## config.mk

```make
export PLATFORM = sky130hd
export DESIGN_NAME = par_word_source_flat
export DESIGN_NICKNAME = d
export VERILOG_FILES = /design/src/rtl/par_word_source_pkg.sv /design/src/rtl/par_word_source_if.sv /design/src/rtl/par_word_source_next.sv /design/src/rtl/par_word_source.sv /design/src/flat_wrapper.sv
export SDC_FILE = /design/constraint.sdc
export NUM_CORES = 1
export LEC_CHECK = 0
export BUFFER_PORTS_ARGS = -buffer_cell sky130_fd_sc_hd__clkbuf_2
export CORE_AREA = 8 8 105 146
export CTS_BUF_LIST = sky130_fd_sc_hd__clkbuf_8
export CTS_CLUSTER_DIAMETER = 100
export DETAILED_ROUTE_END_ITERATION = 7
export DIE_AREA = 0 0 113 154
export HOLD_SLACK_MARGIN = 0.03
export PLACE_DENSITY = 0.71
export SLEW_MARGIN = 20
export SYNTH_ARGS = -nofsm -noshare
export SYNTH_HDL_FRONTEND = slang
export SYNTH_HIERARCHICAL = 1
export SYNTH_SLANG_ARGS = --single-unit
```

## constraint.sdc

```tcl
create_clock -name clk_i -period 5.44 [get_ports clk_i]
set_input_delay 0.544 -clock clk_i [delete_from_list [all_inputs] [get_ports clk_i]]
set_output_delay 0.544 -clock clk_i [all_outputs]
set_load 0.01 [all_outputs]
```

## src/rtl/par_word_source_pkg.sv

```systemverilog
// par_word_source_pkg: shared definitions for the parallel word source and the
// receive-side checker that reuses its word pattern.
// Holds the FSM state encoding, default widths and the LFSR tap constant used
// when PAR_WORD_SOURCE_LFSR_EN is defined.
package par_word_source_pkg;

    localparam int DWID_DEF   = 32;
    localparam int CNTWID_DEF = 16;
    localparam int GAPWID_DEF = 8;

    typedef enum logic [1:0] {
        ST_IDLE = 2'd0,
        ST_SEND = 2'd1,
        ST_GAP  = 2'd2,
        ST_DONE = 2'd3
    } state_e;

    // Right-shifting Galois mask for x^32 + x^22 + x^2 + x + 1
    // (bit k-1 set for each x^k term).
    localparam logic [31:0] LFSR_TAPS_32 = 32'h8020_0003;

endpackage

```

## src/rtl/par_word_source_if.sv

```systemverilog
// par_word_source_if: control inputs and serdes-facing outputs of the word source.
// Handshake: par_valid is a one-cycle strobe per word with no ready/back-pressure;
// the consumer must take par_data on every cycle par_valid is high, and par_data
// only carries meaning on those cycles.
interface par_word_source_if
    import par_word_source_pkg::*;
#(
    parameter int DWid   = DWID_DEF,
    parameter int CntWid = CNTWID_DEF,
    parameter int GapWid = GAPWID_DEF
) ();

    logic              start;
    logic              abort;
    logic              hold;
    logic [DWid-1:0]   seed;
    logic [CntWid-1:0] burst_len;
    logic [GapWid-1:0] gap_len;

    logic [DWid-1:0]   par_data;
    logic              par_valid;
    logic              busy;
    logic              done;
    logic [CntWid-1:0] word_count;

    // The word source itself.
    modport master (
        input  start, abort, hold, seed, burst_len, gap_len,
        output par_data, par_valid, busy, done, word_count
    );

    // Whoever controls the source and consumes its words.
    modport slave (
        output start, abort, hold, seed, burst_len, gap_len,
        input  par_data, par_valid, busy, done, word_count
    );

endinterface

```

## src/rtl/par_word_source_next.sv

```systemverilog
// par_word_next: combinational successor of a generated word.
// Default build increments modulo 2^DWid; with PAR_WORD_SOURCE_LFSR_EN defined
// it steps a right-shifting Galois LFSR instead. Kept separate so the receive
// side can regenerate the same sequence.
module par_word_next
    import par_word_source_pkg::*;
#(
    parameter int DWid = DWID_DEF
) (
    input  logic [DWid-1:0] cur_i,
    output logic [DWid-1:0] nxt_o
);

`ifdef PAR_WORD_SOURCE_LFSR_EN
    // Only the 32-bit mask is maximal length; other widths fall back to a
    // simple end-tap mask that still avoids an all-zero successor.
    localparam logic [DWid-1:0] TAPS = (DWid == 32) ? DWid'(LFSR_TAPS_32)
                                     : (DWid'(1) | (DWid'(1) << (DWid - 1)));

    // One Galois step: shift right, fold the taps in when a one falls out.
    always_comb begin
        nxt_o = cur_i[0] ? ((cur_i >> 1) ^ TAPS) : (cur_i >> 1);
    end
`else
    // Incrementing pattern, wraps from all-ones to zero.
    always_comb begin
        nxt_o = cur_i + DWid'(1);
    end
`endif

endmodule

```

## src/rtl/par_word_source.sv

```systemverilog
// par_word_source: generates bursts of parallel words for the serdes transmit side.
// Burst length, inter-word gap and start word are captured on Start; Hold freezes
// progress, Abort returns to IDLE without a Done pulse. All outputs are registered.
// Build macro PAR_WORD_SOURCE_LFSR_EN selects the LFSR word pattern (a zero Seed
// then starts from all-ones); otherwise words increment.
module par_word_source
    import par_word_source_pkg::*;
#(
    parameter int DWid   = DWID_DEF,
    parameter int CntWid = CNTWID_DEF,
    parameter int GapWid = GAPWID_DEF
) (
    input  logic              clk_i,
    input  logic              rst_i,
    par_word_source_if.master bus,
    output state_e            state_o
);

    state_e            state_q;
    logic [DWid-1:0]   word_q;
    logic [DWid-1:0]   word_d;
    logic [DWid-1:0]   seed_d;
    logic [CntWid-1:0] burst_len_q;
    logic [GapWid-1:0] gap_len_q;
    logic [GapWid-1:0] gap_cnt_q;
    logic [CntWid-1:0] word_count_q;
    logic [CntWid-1:0] count_inc_d;
    logic [DWid-1:0]   par_data_q;
    logic              par_valid_q;
    logic              busy_q;
    logic              done_q;

    par_word_next #(.DWid(DWid)) u_next (
        .cur_i (word_q),
        .nxt_o (word_d)
    );

`ifdef PAR_WORD_SOURCE_LFSR_EN
    // An all-zero LFSR state never leaves zero, so start from all-ones instead.
    assign seed_d = (bus.seed == '0) ? '1 : bus.seed;
`else
    assign seed_d = bus.seed;
`endif

    // Count never reaches all-ones before the last word, so this cannot wrap
    // while it is used.
    assign count_inc_d = word_count_q + CntWid'(1);

    // Burst FSM with all outputs registered alongside the state.
    always_ff @(posedge clk_i or posedge rst_i) begin
        if (rst_i) begin
            state_q      <= ST_IDLE;
            word_q       <= '0;
            burst_len_q  <= '0;
            gap_len_q    <= '0;
            gap_cnt_q    <= '0;
            word_count_q <= '0;
            par_data_q   <= '0;
            par_valid_q  <= 1'b0;
            busy_q       <= 1'b0;
            done_q       <= 1'b0;
        end else begin
            par_valid_q <= 1'b0;
            done_q      <= 1'b0;
            if (bus.abort) begin
                // Abort beats Hold and Start; the word count is kept for inspection.
                state_q <= ST_IDLE;
                busy_q  <= 1'b0;
            end else begin
                case (state_q)
                    ST_IDLE: begin
                        if (bus.start) begin
                            word_q       <= seed_d;
                            burst_len_q  <= bus.burst_len;
                            gap_len_q    <= bus.gap_len;
                            word_count_q <= '0;
                            if (bus.burst_len != '0) begin
                                state_q <= ST_SEND;
                                busy_q  <= 1'b1;
                            end else begin
                                state_q <= ST_DONE;
                            end
                        end
                    end
                    ST_SEND: begin
                        if (!bus.hold) begin
                            par_valid_q  <= 1'b1;
                            par_data_q   <= word_q;
                            word_q       <= word_d;
                            word_count_q <= count_inc_d;
                            if (count_inc_d == burst_len_q) begin
                                state_q <= ST_DONE;
                                busy_q  <= 1'b0;
                            end else if (gap_len_q != '0) begin
                                state_q   <= ST_GAP;
                                gap_cnt_q <= gap_len_q;
                            end
                        end
                    end
                    ST_GAP: begin
                        if (!bus.hold) begin
                            if (gap_cnt_q == GapWid'(1)) begin
                                state_q <= ST_SEND;
                            end else begin
                                gap_cnt_q <= gap_cnt_q - GapWid'(1);
                            end
                        end
                    end
                    ST_DONE: begin
                        done_q  <= 1'b1;
                        state_q <= ST_IDLE;
                    end
                    default: begin
                        state_q <= ST_IDLE;
                        busy_q  <= 1'b0;
                    end
                endcase
            end
        end
    end

    assign bus.par_data   = par_data_q;
    assign bus.par_valid  = par_valid_q;
    assign bus.busy       = busy_q;
    assign bus.done       = done_q;
    assign bus.word_count = word_count_q;
    assign state_o        = state_q;

endmodule

```

## src/flat_wrapper.sv

```systemverilog
// flat-port wrapper written by rule: the top's interface ports become plain ports
module par_word_source_flat import par_word_source_pkg::*;
#(
    parameter int DWid   = DWID_DEF,
    parameter int CntWid = CNTWID_DEF,
    parameter int GapWid = GAPWID_DEF
)
  (clk_i, rst_i, state_o, bus_start, bus_abort, bus_hold, bus_seed, bus_burst_len, bus_gap_len, bus_par_data, bus_par_valid, bus_busy, bus_done, bus_word_count);
  par_word_source_if #(.DWid(DWid), .CntWid(CntWid), .GapWid(GapWid)) bus_i ();
  input  logic clk_i;
  input  logic rst_i;
  output state_e state_o;
  input wire logic [$bits(bus_i.start)-1:0] bus_start;
  input wire logic [$bits(bus_i.abort)-1:0] bus_abort;
  input wire logic [$bits(bus_i.hold)-1:0] bus_hold;
  input wire logic [$bits(bus_i.seed)-1:0] bus_seed;
  input wire logic [$bits(bus_i.burst_len)-1:0] bus_burst_len;
  input wire logic [$bits(bus_i.gap_len)-1:0] bus_gap_len;
  output wire logic [$bits(bus_i.par_data)-1:0] bus_par_data;
  output wire logic [$bits(bus_i.par_valid)-1:0] bus_par_valid;
  output wire logic [$bits(bus_i.busy)-1:0] bus_busy;
  output wire logic [$bits(bus_i.done)-1:0] bus_done;
  output wire logic [$bits(bus_i.word_count)-1:0] bus_word_count;
  assign bus_i.start = bus_start;
  assign bus_i.abort = bus_abort;
  assign bus_i.hold = bus_hold;
  assign bus_i.seed = bus_seed;
  assign bus_i.burst_len = bus_burst_len;
  assign bus_i.gap_len = bus_gap_len;
  assign bus_par_data = bus_i.par_data;
  assign bus_par_valid = bus_i.par_valid;
  assign bus_busy = bus_i.busy;
  assign bus_done = bus_i.done;
  assign bus_word_count = bus_i.word_count;
  par_word_source #(.DWid(DWid), .CntWid(CntWid), .GapWid(GapWid)) u_core (.clk_i(clk_i), .rst_i(rst_i), .bus(bus_i), .state_o(state_o));
endmodule
```

==> results by stage <==
Power:
- For this design the ratio of total power to cell area is approximately 430 nW/µm².
- The worst IR drop on VDD is around 0.00025 V.
- The leakage power of the design is 0.003565 µW.

Placed design:
- The half-perimeter wire length after placement is approximately 12 mm.
- The count of buffers from port buffering is 113.
- The congestion estimate from routability-driven global placement came to between 0.8 and 0.9.

Worst hold path:
- The class of the tightest hold or removal check is primary input to async pin.

Layout:
- Compared with the post-synthesis result, the final layout area differs by 16.81%.
- The repair_antennas step left the layout with diodes totalling 0.
- For this run, the post-layout net count is around 860.
- The core utilization of the finished layout is between 50% and 60%.
- The proportion of layout cells with a drive suffix above 1 is 23.29%.

Route:
- The first TritonRoute pass finished after 5 iterations.
- Once detail routing completed, the nets flagged for antenna violations numbered 0.
- The routed wire length per instance is roughly 18 µm.
- After the first detailed-routing iteration, the DRC count stood at ~420.
- Summing over every cut layer, the via total after detailed routing is ~5400.
- After detailed routing, the number of remaining DRC violations is 0.
- The number of vias per cell is 5.632.
- After detailed routing, the total wire length is around 17 mm.

Die:
- The number of ports placed on the die boundary is roughly 110.
- Measured along the y axis, the die boundary spans about 150 µm.
- The placeable core region is between 10000 and 15000 µm².
- The initialized floorplan defines 50 standard-cell rows.
- In this run the horizontal extent of the chip is roughly 110 µm.
- The floorplan step defined a die boundary enclosing between 15000 and 20000 µm².
- The starting density of the core is around half.

STA:
- The worst hold slack is between 0.3 and 0.4 ns.
- For the final database, setup skew stands at about 0.015 ns.
- The final critical path time including I/O delays and setup is between 3 and 4 ns.
- The max-slew violation count came to 0.
- The post-route fraction of the period consumed by the critical path is around three fifths.
- Adding up every negative setup slack in the final design gives 0 ns.
- Setup repair after global routing left no endpoint under its margin.
- The hold violation count in the final report is 0.
- The final count of negative-setup-slack endpoints is 0.
- Measured against its own limit, the worst slew margin works out to 36.40%.
- At the pin with the least slew margin, the transition time is around 0.95 ns.
- The top achievable clock speed is slightly above 0.3 GHz.

Clock tree:
- After clock tree synthesis, the repair step resized 0 gates.
- The clock root buffer is clkbuf_8.
- The number of sinks handled by clock tree synthesis is ~120.
- After clock tree synthesis, the clock-pin slew on the worst setup and hold paths is 0.07 ns.
- The total of hold buffers inserted after clock tree synthesis is 0.
- The TritonCTS buffer count is 17.
- The number of setup buffers added after CTS is 0.
- The number of buffers between clock root and the deepest sink is 2.
- The clock latency on the worst-skew pair is between 0.4 and 0.5 ns.
- The clock tree synthesis step divided the H-tree into 4 levels.
- The clock tree from TritonCTS is done.

Synthesis:
- Summed over its instances, the top area cell type makes up between 40 and 50% of the synthesized netlist area.
- The number of different library cells in the post-synthesis netlist is between 50 and 60.
- The mapped netlist covers between 6000 and 7000 µm².
- Of all flip-flops after synthesis, the portion carrying an async set or reset was 100.0%.
- A synthesized cell averages about 9.2 µm².
- Sequential elements use about 46% of the synthesized area.
- Summed over all instances, the cell type with the most area after synthesis is dfrtp_1.
- The count of synthesis-stage warnings from yosys is 6.
- The most used standard cell by instance count after synthesis is nand2_1.
- Sorting the synthesized cells by how often they occur yields 167 x nand2_1, 117 x dfrtp_1, 62 x o21ai_0.
- For this run, the leading register cell type out of synthesis is dfrtp_1.
- The synthesis-stage register bit count is 117.
- The post-synthesis instance total is between 600 and 700.
- By area the synthesized netlist is led by dfrtp_1 46%, nand2_1 9.8%, mux2i_1 5.5%, o21ai_0 4.8%, mux2_2 4.0%.
- The number of enable flip-flop cells after synthesis is 0.
- Counting every net in the synthesized netlist gives around 760.

Worst setup path:
- By startpoint and endpoint, the worst setup path is classified as flip-flop to flip-flop.
- The startpoint type of the worst setup path is a flip-flop.
- The highest fanout seen on the critical path is 9.
- The worst setup path is captured at a flip-flop.
- STA puts the critical path data required time at roughly 5.7 ns.
- For the worst setup path, the data arrival time is 3.61 ns.

Outcome:
- The run finished with clean final reports.

Flow run:
- Across the run, the number of max-cap violations was 0.

GRT:
- The overall global routing resource usage is between 15 and 20%.
- The aggregate global routing overflow is 0.
- The via count of the first global-routing pass is approximately 5400.
- The number of antenna violations at the first check in global routing is 0.
- The maximum number of pins on one net before global-route repair is roughly 80.
- The first global-routing pass estimated ~28 mm of wire.
[metrics by stage]
stage	std cells	total power (µW)	instance area, µm²	setup slack, ns
3_3_place_gp	928	2334	7043	2.298
2_1_floorplan	697	2011	6416	1.795
3_5_place_dp	928	2371	7043	2.200
6_report	959	3253	7495	2.135
5_1_grt	959	3464	7495	1.931
4_1_cts	959	3283	7495	2.183
[worst max-delay path: stages, from the launching register on]
cell and delay [ns]:
dfrtp_1 0.48, ha_1 0.38, nand4_1 0.31, or4_4 0.50, a32oi_1 0.20, nand4_1 0.11, a2111o_1 0.53, a21o_1 0.30
a311o_1 0.38
[power by group]
| group | internal [µW] | switching (µW) | total [µW] |
|---|---|---|---|
| Clock | 555 | 346 | 902 |
| Sequential | 1170 | 306 | 1470 |
| Combinational | 407 | 473 | 880 |
| Total | 2130 | 1130 | 3250 |
[layout by cell type, fill, tap and decap left out, drive strengths merged, types with 3 or more instances in the layout]
cell type  instances
a21o               4
a21oi              7
a31oi              4
a32oi              5
and3              11
and4              11
buf                6
bufinv             4
clkbuf           135
dfrtp            117
ha                 4
inv               21
mux2              23
mux2i             35
nand2            168
nand3             23
nand4             10
nor2              20
nor2b              6
nor3              10
nor3b              3
nor4              19
o211ai             3
o21ai             62
o22ai              3
o31ai              4
o41ai              5
or3                3
xnor2             21
xor2              26
[layout make-up]
cell class	count	area (µm²)
multi-input cells	516	3232
flip-flops and latches	117	2928
fillers	1165	5643
clock inverters	9	148.9
repair buffers	119	610.6
well taps	156	195.2
clock buffers	22	302.8
inverters	20	77.57
[flip-flops by register name, indices dropped and copies added (netlist names)]
| register | cells |
|---|---|
| u_core/bus.word_count | 16 |
| u_core/burst_len_q | 16 |
| u_core/bus.par_valid | 1 |
| u_core/gap_len_q | 8 |
| u_core/gap_cnt_q | 8 |
| u_core/state_o | 2 |
| u_core/bus.busy | 1 |
| u_core/word_q | 32 |
| u_core/bus.par_data | 32 |
| u_core/bus.done | 1 |
[worst paths after layout]
check	startpoint	to	slack, ns	cells past startpoint
setup reg to reg	u_core/bus.word_count[0]	u_core/gap_cnt_q[0]	2.13	8
max in group asynchronous	rst_i	u_core/word_q[23]	3.95	3
hold / removal	rst_i	u_core/bus.busy	0.33	2
min in group clk_i	bus_gap_len[6]	u_core/gap_len_q[6]	0.36	2
setup / recovery	u_core/bus.word_count[0]	u_core/gap_cnt_q[0]	2.13	8
hold reg to reg	u_core/bus.par_data[25]	u_core/bus.par_data[25]	0.48	2
[metal layers]
layer	wire [µm]	vias up	GRT usage [%]	part of all wire, %
met1	7043	2606	22.73	42
met3	741	15	4.390	4.4
met4	233	0	6.369	1.4
met2	8815	155	35.13	52
li1	-	2625	-	-
met5	0	-	0	0
[cell families after synthesis]
logic type,synth area share (%)
and+or+nand+nor,22.17
xor gates and xnor gates,6.416
muxes,9.497
AOI/OAI and AO/OA,11.25
adders and majority gates,0.7801
DFF,45.63
buffers and inverters,4.251
(Power assumes the default switching activity.)
